`config.mk`:
```
export PLATFORM = sky130hd
export DESIGN_NAME = vga_bram_port_arbiter_flat
export DESIGN_NICKNAME = d
export VERILOG_FILES = /design/src/rtl/vga_bram_arb_pkg.sv /design/src/rtl/vga_bram_port_arbiter_if.sv /design/src/rtl/vga_bram_fair_counter.sv /design/src/rtl/vga_bram_port_arbiter.sv /design/src/flat_wrapper.sv
export SDC_FILE = /design/constraint.sdc
export NUM_CORES = 1
export LEC_CHECK = 0
export BUFFER_PORTS_ARGS = -buffer_cell sky130_fd_sc_hd__clkbuf_2
export CAP_MARGIN = 20
export CORE_AREA = 5 5 111 113
export DETAILED_ROUTE_END_ITERATION = 8
export DIE_AREA = 0 0 116 118
export PLACE_DENSITY_LB_ADDON = 0.25
export SLEW_MARGIN = 20
export SYNTH_ARGS = -nofsm -noshare
export SYNTH_HDL_FRONTEND = slang
export SYNTH_SLANG_ARGS = --single-unit
export TNS_END_PERCENT = 100
```
`constraint.sdc`:
```
create_clock -name Clk -period 2.27 [get_ports Clk]
set_input_delay 0.1135 -clock Clk [delete_from_list [all_inputs] [get_ports Clk]]
set_output_delay 0.1135 -clock Clk [all_outputs]
set_load 0.02 [all_outputs]
```
`src/rtl/vga_bram_arb_pkg.sv`:
```
// Shared types, constants and helpers for the VGA BRAM port-B arbiter.
package vga_bram_arb_pkg;

  localparam int unsigned DATA_W = 32;
  localparam int unsigned ADDR_W = 32;
  localparam int unsigned NUM_WE = 4;
  localparam int unsigned CNT_W  = 4;
  localparam int unsigned RD_LAT = 2;

  typedef enum logic {
    OWNER_R0 = 1'b0,
    OWNER_R1 = 1'b1
  } owner_e;

  // One entry of the read-return tracking pipeline.
  typedef struct packed {
    logic   valid;
    owner_e owner;
  } rd_tag_t;

  // Word-aligned byte address inside a power-of-two sized memory.
  function automatic logic [ADDR_W-1:0] byte_addr_mask(input logic [ADDR_W-1:0] addr,
                                                       input int unsigned        memsize);
    byte_addr_mask = addr & ADDR_W'(memsize - 1) & ~ADDR_W'(3);
  endfunction

endpackage

```
`src/rtl/vga_bram_port_arbiter_if.sv`:
```
// Requester and BRAM port-B signal bundle for the arbiter.
interface vga_bram_port_arbiter_if
  import vga_bram_arb_pkg::*;
#(
  parameter int unsigned C_PORT_DWIDTH = DATA_W,
  parameter int unsigned C_PORT_AWIDTH = ADDR_W,
  parameter int unsigned C_NUM_WE      = NUM_WE
);

  logic                     R0_Req;
  logic [C_PORT_AWIDTH-1:0] R0_Addr;
  logic                     R0_Ack;
  logic [C_PORT_DWIDTH-1:0] R0_RdData;
  logic                     R0_RdValid;

  logic                     R1_Req;
  logic [C_NUM_WE-1:0]      R1_WE;
  logic [C_PORT_AWIDTH-1:0] R1_Addr;
  logic [C_PORT_DWIDTH-1:0] R1_WrData;
  logic                     R1_Ack;
  logic [C_PORT_DWIDTH-1:0] R1_RdData;
  logic                     R1_RdValid;

  logic                     BRAM_Rst_B;
  logic                     BRAM_Clk_B;
  logic                     BRAM_EN_B;
  logic [C_NUM_WE-1:0]      BRAM_WEN_B;
  logic [C_PORT_AWIDTH-1:0] BRAM_Addr_B;
  logic [C_PORT_DWIDTH-1:0] BRAM_Dout_B;
  logic [C_PORT_DWIDTH-1:0] BRAM_Din_B;

  // Arbiter view.
  modport slave (
    input  R0_Req, R0_Addr, R1_Req, R1_WE, R1_Addr, R1_WrData, BRAM_Din_B,
    output R0_Ack, R0_RdData, R0_RdValid, R1_Ack, R1_RdData, R1_RdValid,
           BRAM_Rst_B, BRAM_Clk_B, BRAM_EN_B, BRAM_WEN_B, BRAM_Addr_B, BRAM_Dout_B
  );

  // Requesters and memory view.
  modport master (
    output R0_Req, R0_Addr, R1_Req, R1_WE, R1_Addr, R1_WrData, BRAM_Din_B,
    input  R0_Ack, R0_RdData, R0_RdValid, R1_Ack, R1_RdData, R1_RdValid,
           BRAM_Rst_B, BRAM_Clk_B, BRAM_EN_B, BRAM_WEN_B, BRAM_Addr_B, BRAM_Dout_B
  );

endinterface

```
`src/rtl/vga_bram_fair_counter.sv`:
```
// Saturating count of consecutive R0 grants taken while R1 is waiting.
module vga_bram_fair_counter
  import vga_bram_arb_pkg::*;
#(
  parameter int unsigned C_R0_MAX_BURST = 4
) (
  input  logic clk,
  input  logic rst,
  input  logic r0_grant,
  input  logic r1_grant,
  input  logic r1_req,
  output logic limit_hit
);

  localparam logic [CNT_W-1:0] MAX_CNT = CNT_W'(C_R0_MAX_BURST);

  logic [CNT_W-1:0] cnt;
  logic [CNT_W-1:0] cnt_nxt_c;

  // Clear when R1 is served or idle, otherwise count R0 grants up to the limit.
  always_comb begin
    cnt_nxt_c = cnt;
    if (!r1_req || r1_grant) begin
      cnt_nxt_c = '0;
    end else if (r0_grant && (cnt != MAX_CNT)) begin
      cnt_nxt_c = cnt + CNT_W'(1);
    end
  end

  // Counter and its limit flag, both registered.
  always_ff @(posedge clk) begin
    if (rst) begin
      cnt       <= '0;
      limit_hit <= 1'b0;
    end else begin
      cnt       <= cnt_nxt_c;
      limit_hit <= (cnt_nxt_c == MAX_CNT);
    end
  end

endmodule

```
`src/rtl/vga_bram_port_arbiter.sv`:
```
// Shares BRAM port B between the scan-out reader (R0) and a command master (R1).
module vga_bram_port_arbiter
  import vga_bram_arb_pkg::*;
#(
  parameter int unsigned C_MEMSIZE      = 32'h8000,
  parameter int unsigned C_PORT_DWIDTH  = DATA_W,
  parameter int unsigned C_PORT_AWIDTH  = ADDR_W,
  parameter int unsigned C_NUM_WE       = NUM_WE,
  parameter int unsigned C_R0_MAX_BURST = 4
) (
  input  logic                  Clk,
  input  logic                  Rst,
  vga_bram_port_arbiter_if.slave bus
);

  logic                   r0_elig_c;
  logic                   r1_elig_c;
  logic                   r0_grant_c;
  logic                   r1_grant_c;
  logic                   limit_hit;
  rd_tag_t                issue_tag_c;
  rd_tag_t [RD_LAT-1:0]   rd_pipe;

  assign bus.BRAM_Rst_B = Rst;
  assign bus.BRAM_Clk_B = Clk;

  // A request is ignored while its own Ack is high; R1 wins only alone or at the burst limit.
  always_comb begin
    r0_elig_c         = bus.R0_Req & ~bus.R0_Ack;
    r1_elig_c         = bus.R1_Req & ~bus.R1_Ack;
    r1_grant_c        = r1_elig_c & (~r0_elig_c | limit_hit);
    r0_grant_c        = r0_elig_c & ~r1_grant_c;
    issue_tag_c.valid = r0_grant_c | (r1_grant_c & (bus.R1_WE == '0));
    issue_tag_c.owner = r1_grant_c ? OWNER_R1 : OWNER_R0;
  end

  vga_bram_fair_counter #(
    .C_R0_MAX_BURST(C_R0_MAX_BURST)
  ) u_fair_counter (
    .clk      (Clk),
    .rst      (Rst),
    .r0_grant (r0_grant_c),
    .r1_grant (r1_grant_c),
    .r1_req   (bus.R1_Req),
    .limit_hit(limit_hit)
  );

  // Issue the granted access on port B one cycle after the decision.
  always_ff @(posedge Clk) begin
    if (Rst) begin
      bus.R0_Ack      <= 1'b0;
      bus.R1_Ack      <= 1'b0;
      bus.BRAM_EN_B   <= 1'b0;
      bus.BRAM_WEN_B  <= '0;
      bus.BRAM_Addr_B <= '0;
      bus.BRAM_Dout_B <= '0;
    end else begin
      bus.R0_Ack     <= r0_grant_c;
      bus.R1_Ack     <= r1_grant_c;
      bus.BRAM_EN_B  <= r0_grant_c | r1_grant_c;
      bus.BRAM_WEN_B <= '0;
      if (r1_grant_c) begin
        bus.BRAM_WEN_B  <= C_NUM_WE'(bus.R1_WE);
        bus.BRAM_Addr_B <= C_PORT_AWIDTH'(byte_addr_mask(ADDR_W'(bus.R1_Addr), C_MEMSIZE));
        bus.BRAM_Dout_B <= C_PORT_DWIDTH'(bus.R1_WrData);
      end else if (r0_grant_c) begin
        bus.BRAM_Addr_B <= C_PORT_AWIDTH'(byte_addr_mask(ADDR_W'(bus.R0_Addr), C_MEMSIZE));
      end
    end
  end

  // Track read owners alongside the BRAM latency and steer returned data.
  always_ff @(posedge Clk) begin
    if (Rst) begin
      rd_pipe        <= '0;
      bus.R0_RdValid <= 1'b0;
      bus.R1_RdValid <= 1'b0;
      bus.R0_RdData  <= '0;
      bus.R1_RdData  <= '0;
    end else begin
      rd_pipe        <= {rd_pipe[RD_LAT-2:0], issue_tag_c};
      bus.R0_RdValid <= rd_pipe[RD_LAT-1].valid && (rd_pipe[RD_LAT-1].owner == OWNER_R0);
      bus.R1_RdValid <= rd_pipe[RD_LAT-1].valid && (rd_pipe[RD_LAT-1].owner == OWNER_R1);
      if (rd_pipe[RD_LAT-1].valid) begin
        if (rd_pipe[RD_LAT-1].owner == OWNER_R0) begin
          bus.R0_RdData <= C_PORT_DWIDTH'(bus.BRAM_Din_B);
        end else begin
          bus.R1_RdData <= C_PORT_DWIDTH'(bus.BRAM_Din_B);
        end
      end
    end
  end

endmodule

```
`src/flat_wrapper.sv`:
```
// flat-port wrapper written by rule: the top's interface ports become plain ports
module vga_bram_port_arbiter_flat import vga_bram_arb_pkg::*;
#(
  parameter int unsigned C_MEMSIZE      = 32'h8000,
  parameter int unsigned C_PORT_DWIDTH  = DATA_W,
  parameter int unsigned C_PORT_AWIDTH  = ADDR_W,
  parameter int unsigned C_NUM_WE       = NUM_WE,
  parameter int unsigned C_R0_MAX_BURST = 4
)
  (Clk, Rst, bus_R0_Req, bus_R0_Addr, bus_R1_Req, bus_R1_WE, bus_R1_Addr, bus_R1_WrData, bus_BRAM_Din_B, bus_R0_Ack, bus_R0_RdData, bus_R0_RdValid, bus_R1_Ack, bus_R1_RdData, bus_R1_RdValid, bus_BRAM_Rst_B, bus_BRAM_Clk_B, bus_BRAM_EN_B, bus_BRAM_WEN_B, bus_BRAM_Addr_B, bus_BRAM_Dout_B);
  vga_bram_port_arbiter_if #(.C_PORT_DWIDTH(C_PORT_DWIDTH), .C_PORT_AWIDTH(C_PORT_AWIDTH), .C_NUM_WE(C_NUM_WE)) bus_i ();
  input  logic Clk;
  input  logic Rst;
  input wire logic [$bits(bus_i.R0_Req)-1:0] bus_R0_Req;
  input wire logic [$bits(bus_i.R0_Addr)-1:0] bus_R0_Addr;
  input wire logic [$bits(bus_i.R1_Req)-1:0] bus_R1_Req;
  input wire logic [$bits(bus_i.R1_WE)-1:0] bus_R1_WE;
  input wire logic [$bits(bus_i.R1_Addr)-1:0] bus_R1_Addr;
  input wire logic [$bits(bus_i.R1_WrData)-1:0] bus_R1_WrData;
  input wire logic [$bits(bus_i.BRAM_Din_B)-1:0] bus_BRAM_Din_B;
  output wire logic [$bits(bus_i.R0_Ack)-1:0] bus_R0_Ack;
  output wire logic [$bits(bus_i.R0_RdData)-1:0] bus_R0_RdData;
  output wire logic [$bits(bus_i.R0_RdValid)-1:0] bus_R0_RdValid;
  output wire logic [$bits(bus_i.R1_Ack)-1:0] bus_R1_Ack;
  output wire logic [$bits(bus_i.R1_RdData)-1:0] bus_R1_RdData;
  output wire logic [$bits(bus_i.R1_RdValid)-1:0] bus_R1_RdValid;
  output wire logic [$bits(bus_i.BRAM_Rst_B)-1:0] bus_BRAM_Rst_B;
  output wire logic [$bits(bus_i.BRAM_Clk_B)-1:0] bus_BRAM_Clk_B;
  output wire logic [$bits(bus_i.BRAM_EN_B)-1:0] bus_BRAM_EN_B;
  output wire logic [$bits(bus_i.BRAM_WEN_B)-1:0] bus_BRAM_WEN_B;
  output wire logic [$bits(bus_i.BRAM_Addr_B)-1:0] bus_BRAM_Addr_B;
  output wire logic [$bits(bus_i.BRAM_Dout_B)-1:0] bus_BRAM_Dout_B;
  assign bus_i.R0_Req = bus_R0_Req;
  assign bus_i.R0_Addr = bus_R0_Addr;
  assign bus_i.R1_Req = bus_R1_Req;
  assign bus_i.R1_WE = bus_R1_WE;
  assign bus_i.R1_Addr = bus_R1_Addr;
  assign bus_i.R1_WrData = bus_R1_WrData;
  assign bus_i.BRAM_Din_B = bus_BRAM_Din_B;
  assign bus_R0_Ack = bus_i.R0_Ack;
  assign bus_R0_RdData = bus_i.R0_RdData;
  assign bus_R0_RdValid = bus_i.R0_RdValid;
  assign bus_R1_Ack = bus_i.R1_Ack;
  assign bus_R1_RdData = bus_i.R1_RdData;
  assign bus_R1_RdValid = bus_i.R1_RdValid;
  assign bus_BRAM_Rst_B = bus_i.BRAM_Rst_B;
  assign bus_BRAM_Clk_B = bus_i.BRAM_Clk_B;
  assign bus_BRAM_EN_B = bus_i.BRAM_EN_B;
  assign bus_BRAM_WEN_B = bus_i.BRAM_WEN_B;
  assign bus_BRAM_Addr_B = bus_i.BRAM_Addr_B;
  assign bus_BRAM_Dout_B = bus_i.BRAM_Dout_B;
  vga_bram_port_arbiter #(.C_MEMSIZE(C_MEMSIZE), .C_PORT_DWIDTH(C_PORT_DWIDTH), .C_PORT_AWIDTH(C_PORT_AWIDTH), .C_NUM_WE(C_NUM_WE), .C_R0_MAX_BURST(C_R0_MAX_BURST)) u_core (.Clk(Clk), .Rst(Rst), .bus(bus_i));
endmodule
```
==> impl_metrics.yaml <==
timing:
  layout_min_cycle_time_ns: 1.93
  slew_violations: 0
  fmax_mhz: 517
  tightest_slew_ns: 0.826
  grt_setup_unrepaired: "no"
  slew_headroom_pct: 44.8
  setup_viol: 0
  finalCritPeriodShare_pct: 85.2
  timing_hold_violations_final: 0
  whs_ns: 0.0499
  skew_ns: 0.00457
  setup_tns_ns: 0
routing:
  wl_per_cell_microns: 14.2
  route.antenna.remaining_nets: 0
  num_vias: 4969
  first_pass_iters: 4
  wirelength_microns: 14700
  dr.first_iter.drc_count: 310
  drc: 0
  viasPerCell: 4.80
global_route:
  antenna_found_initial: 0
  track_usage_pct: 21.2
  grt_pass1_wl_microns: 23200
  grt_start_max_net_pins: 81
  busiest_layer: "met2"
  grt_util_met3_pct: 6.89
  overflow: 0
  gr-usage-met2_pct: 36.1
  use_met1_pct: 23.7
  first_global_vias: 4965
clock_tree:
  postCtsResizedCells: 0
  path_clk_slew_ns: 0.05
  clock_path_buffers: 2
  clock-root-buffer: "clkbuf_16"
  clock_latency_ns: 0.41
  htree_levels: 4
  numCtsBuffers: 17
  cts_tree: "yes"
worst_setup_path:
  critPathLaunchType: "register"
  cp-end-kind: "register"
  path_cells: "inv_1 -> ha_1 -> or2b_2 -> o211ai_4 -> or4_4 -> a2111oi_2"
  crit_type: "reg2reg"
  critPathArrivalTime_ns: 2.23
  critPathMaxFanout: 4
  crit_required_ns: 2.57
  cp_num_buf_inv: 1
  cpPeakStageDelay_ns: 0.50
  crit_slowest_cell: "or4_4"
  crit_family: "simple AND/OR/NAND/NOR gates"
yosys:
  synth_common_cells: "nand2_1, dfxtp_1, a21oi_1"
  synth_warnings: 0
  synth_top_cell_area_share_pct: 53.9
  synthFlopType: "dfxtp_1"
  yosysUniqueCellTypes: 33
  avgSynthCellArea_sq_um: 8.03
  syn_inst: 583
  synth.area.top_cells: "dfxtp_1, nand2_1, a21oi_1"
  yosysTopAreaCell: "dfxtp_1"
  async_flop_share_pct: 0
  ys_seq_area_share_pct: 53.9
  yosys_register_bits: 126
  netlist_area_sq_um: 4680
  synthMostInstantiatedCell: "nand2_1"
  synth_edf_count: 0
floorplan:
  core-area_sq_um: 11200
  die_w_microns: 116
  fp.dieArea_sq_um: 13700
  initial_core_util_pct: 41.7
  num_io_pins: 275
  fp.dieH_microns: 118
  rows: 39
layout:
  drive_above_1_share_pct: 29.4
  syn2layout_area_growth_pct: 55.4
  layout.nets: 1017
  final_cell_area_sq_um: 7280
run_status:
  status: "finished clean"
pwr:
  ir_drop_v: 0.000521
  power_density_nw_per_um2: 753
  p_leak_uw: 0.00328
placed_design:
  hpwl_microns: 9320
  io_buffers: 217
  gp_congestion: 0.783
  dpl_cell_area_sq_um: 5800
run:
  maxCapViolations: 0
min_path:
  worstHoldPathType: "in2reg"
## worst paths after layout
| kind | slack [ns] | cells past startpoint | end | startpoint |
|---|---|---|---|---|
| min reg2reg | 0.43 | 1 | u_core.rd_pipe[3] | u_core.rd_pipe[1] |
| min | 0.05 | 3 | u_core.bus.BRAM_EN_B | bus_R0_Req |
| max | 0.34 | 6 | u_core.u_fair_counter.limit_hit | u_core.u_fair_counter.cnt[0] |
| max reg2reg | 0.34 | 6 | u_core.u_fair_counter.limit_hit | u_core.u_fair_counter.cnt[0] |
## where the power goes
group	switching [uW]	internal (uW)	leakage [uW]	total [uW]
registers	44.3	2300	0.00103	2340
logic	394	297	0.00198	691
clock network	937	1510	0.000275	2440
## cells by family after synthesis
family | Yosys count | synth area share, %
other cells | 1 | 0.0801
fa+ha+maj | 2 | 0.534
flops | 126 | 53.9
buf+inv | 63 | 6.95
xor+xnor | 2 | 0.374
simple gates | 270 | 23.6
mux | 2 | 0.427
compound gates | 117 | 14.2
## placed cells by master, fill, tap and decap left out, drive strengths merged, types with 3 or more instances in the layout
| cell type | count |
|---|---|
| nand2b | 3 |
| dlygate4sd3 | 94 |
| nor2b | 4 |
| and2 | 5 |
| clkbuf | 241 |
| clkinv | 7 |
| nand2 | 223 |
| a21oi | 98 |
| conb | 19 |
| buf | 9 |
| nor2 | 23 |
| inv | 3 |
| a311oi | 13 |
| dfxtp | 126 |
## worst reg2reg max path, cell delays in order, from the launching register on
cell,delay (ns)
dfxtp_1,0.36
inv_1,0.11
ha_1,0.24
or2b_2,0.20
o211ai_4,0.10
or4_4,0.50
a2111oi_2,0.31
## sequential cells by signal, indices dropped and copies added (netlist names), 4 cells and up
register / cells
u_core.bus.BRAM_Addr_B: 13
u_core.bus.R1_RdData: 32
u_core.bus.BRAM_WEN_B: 4
u_core.rd_pipe: 4
u_core.u_fair_counter.cnt: 4
u_core.bus.BRAM_Dout_B: 32
u_core.bus.R0_RdData: 32
## routing by layer
metal	wire length, microns	vias to the layer above
met4	367	0
met5	0	-
met2	7250	215
li1	-	2444
met3	1280	32
met1	5800	2278
## metrics by stage
step	std cells	utilization (%)	total power (uW)	worst slack (ns)
after floorplan	601	-	2780	0.525
after CTS	1035	64.8	5520	0.339
after detailed placement	909	51.7	2980	0.375
final	1036	64.8	5480	0.336
after global placement	909	51.7	2960	0.454
after global routing	1035	64.8	5690	0.270
## repair_timing
action	in CTS	in global routing
endpoints found under the hold margin	113	0
buffers inserted	0	0
hold buffers	94	0
## area by class of cell
class	count	area (sq um)
fillers	923	3950
flip-flops and latches	126	2520
repair buffers	318	2120
multi-input cells	412	1910
clock buffers	26	500
well taps	143	179
clock inverters	7	35.0
inverters	3	11.3
diodes	1	2.50
No activity file was read; power rests on OpenSTA's default activity.
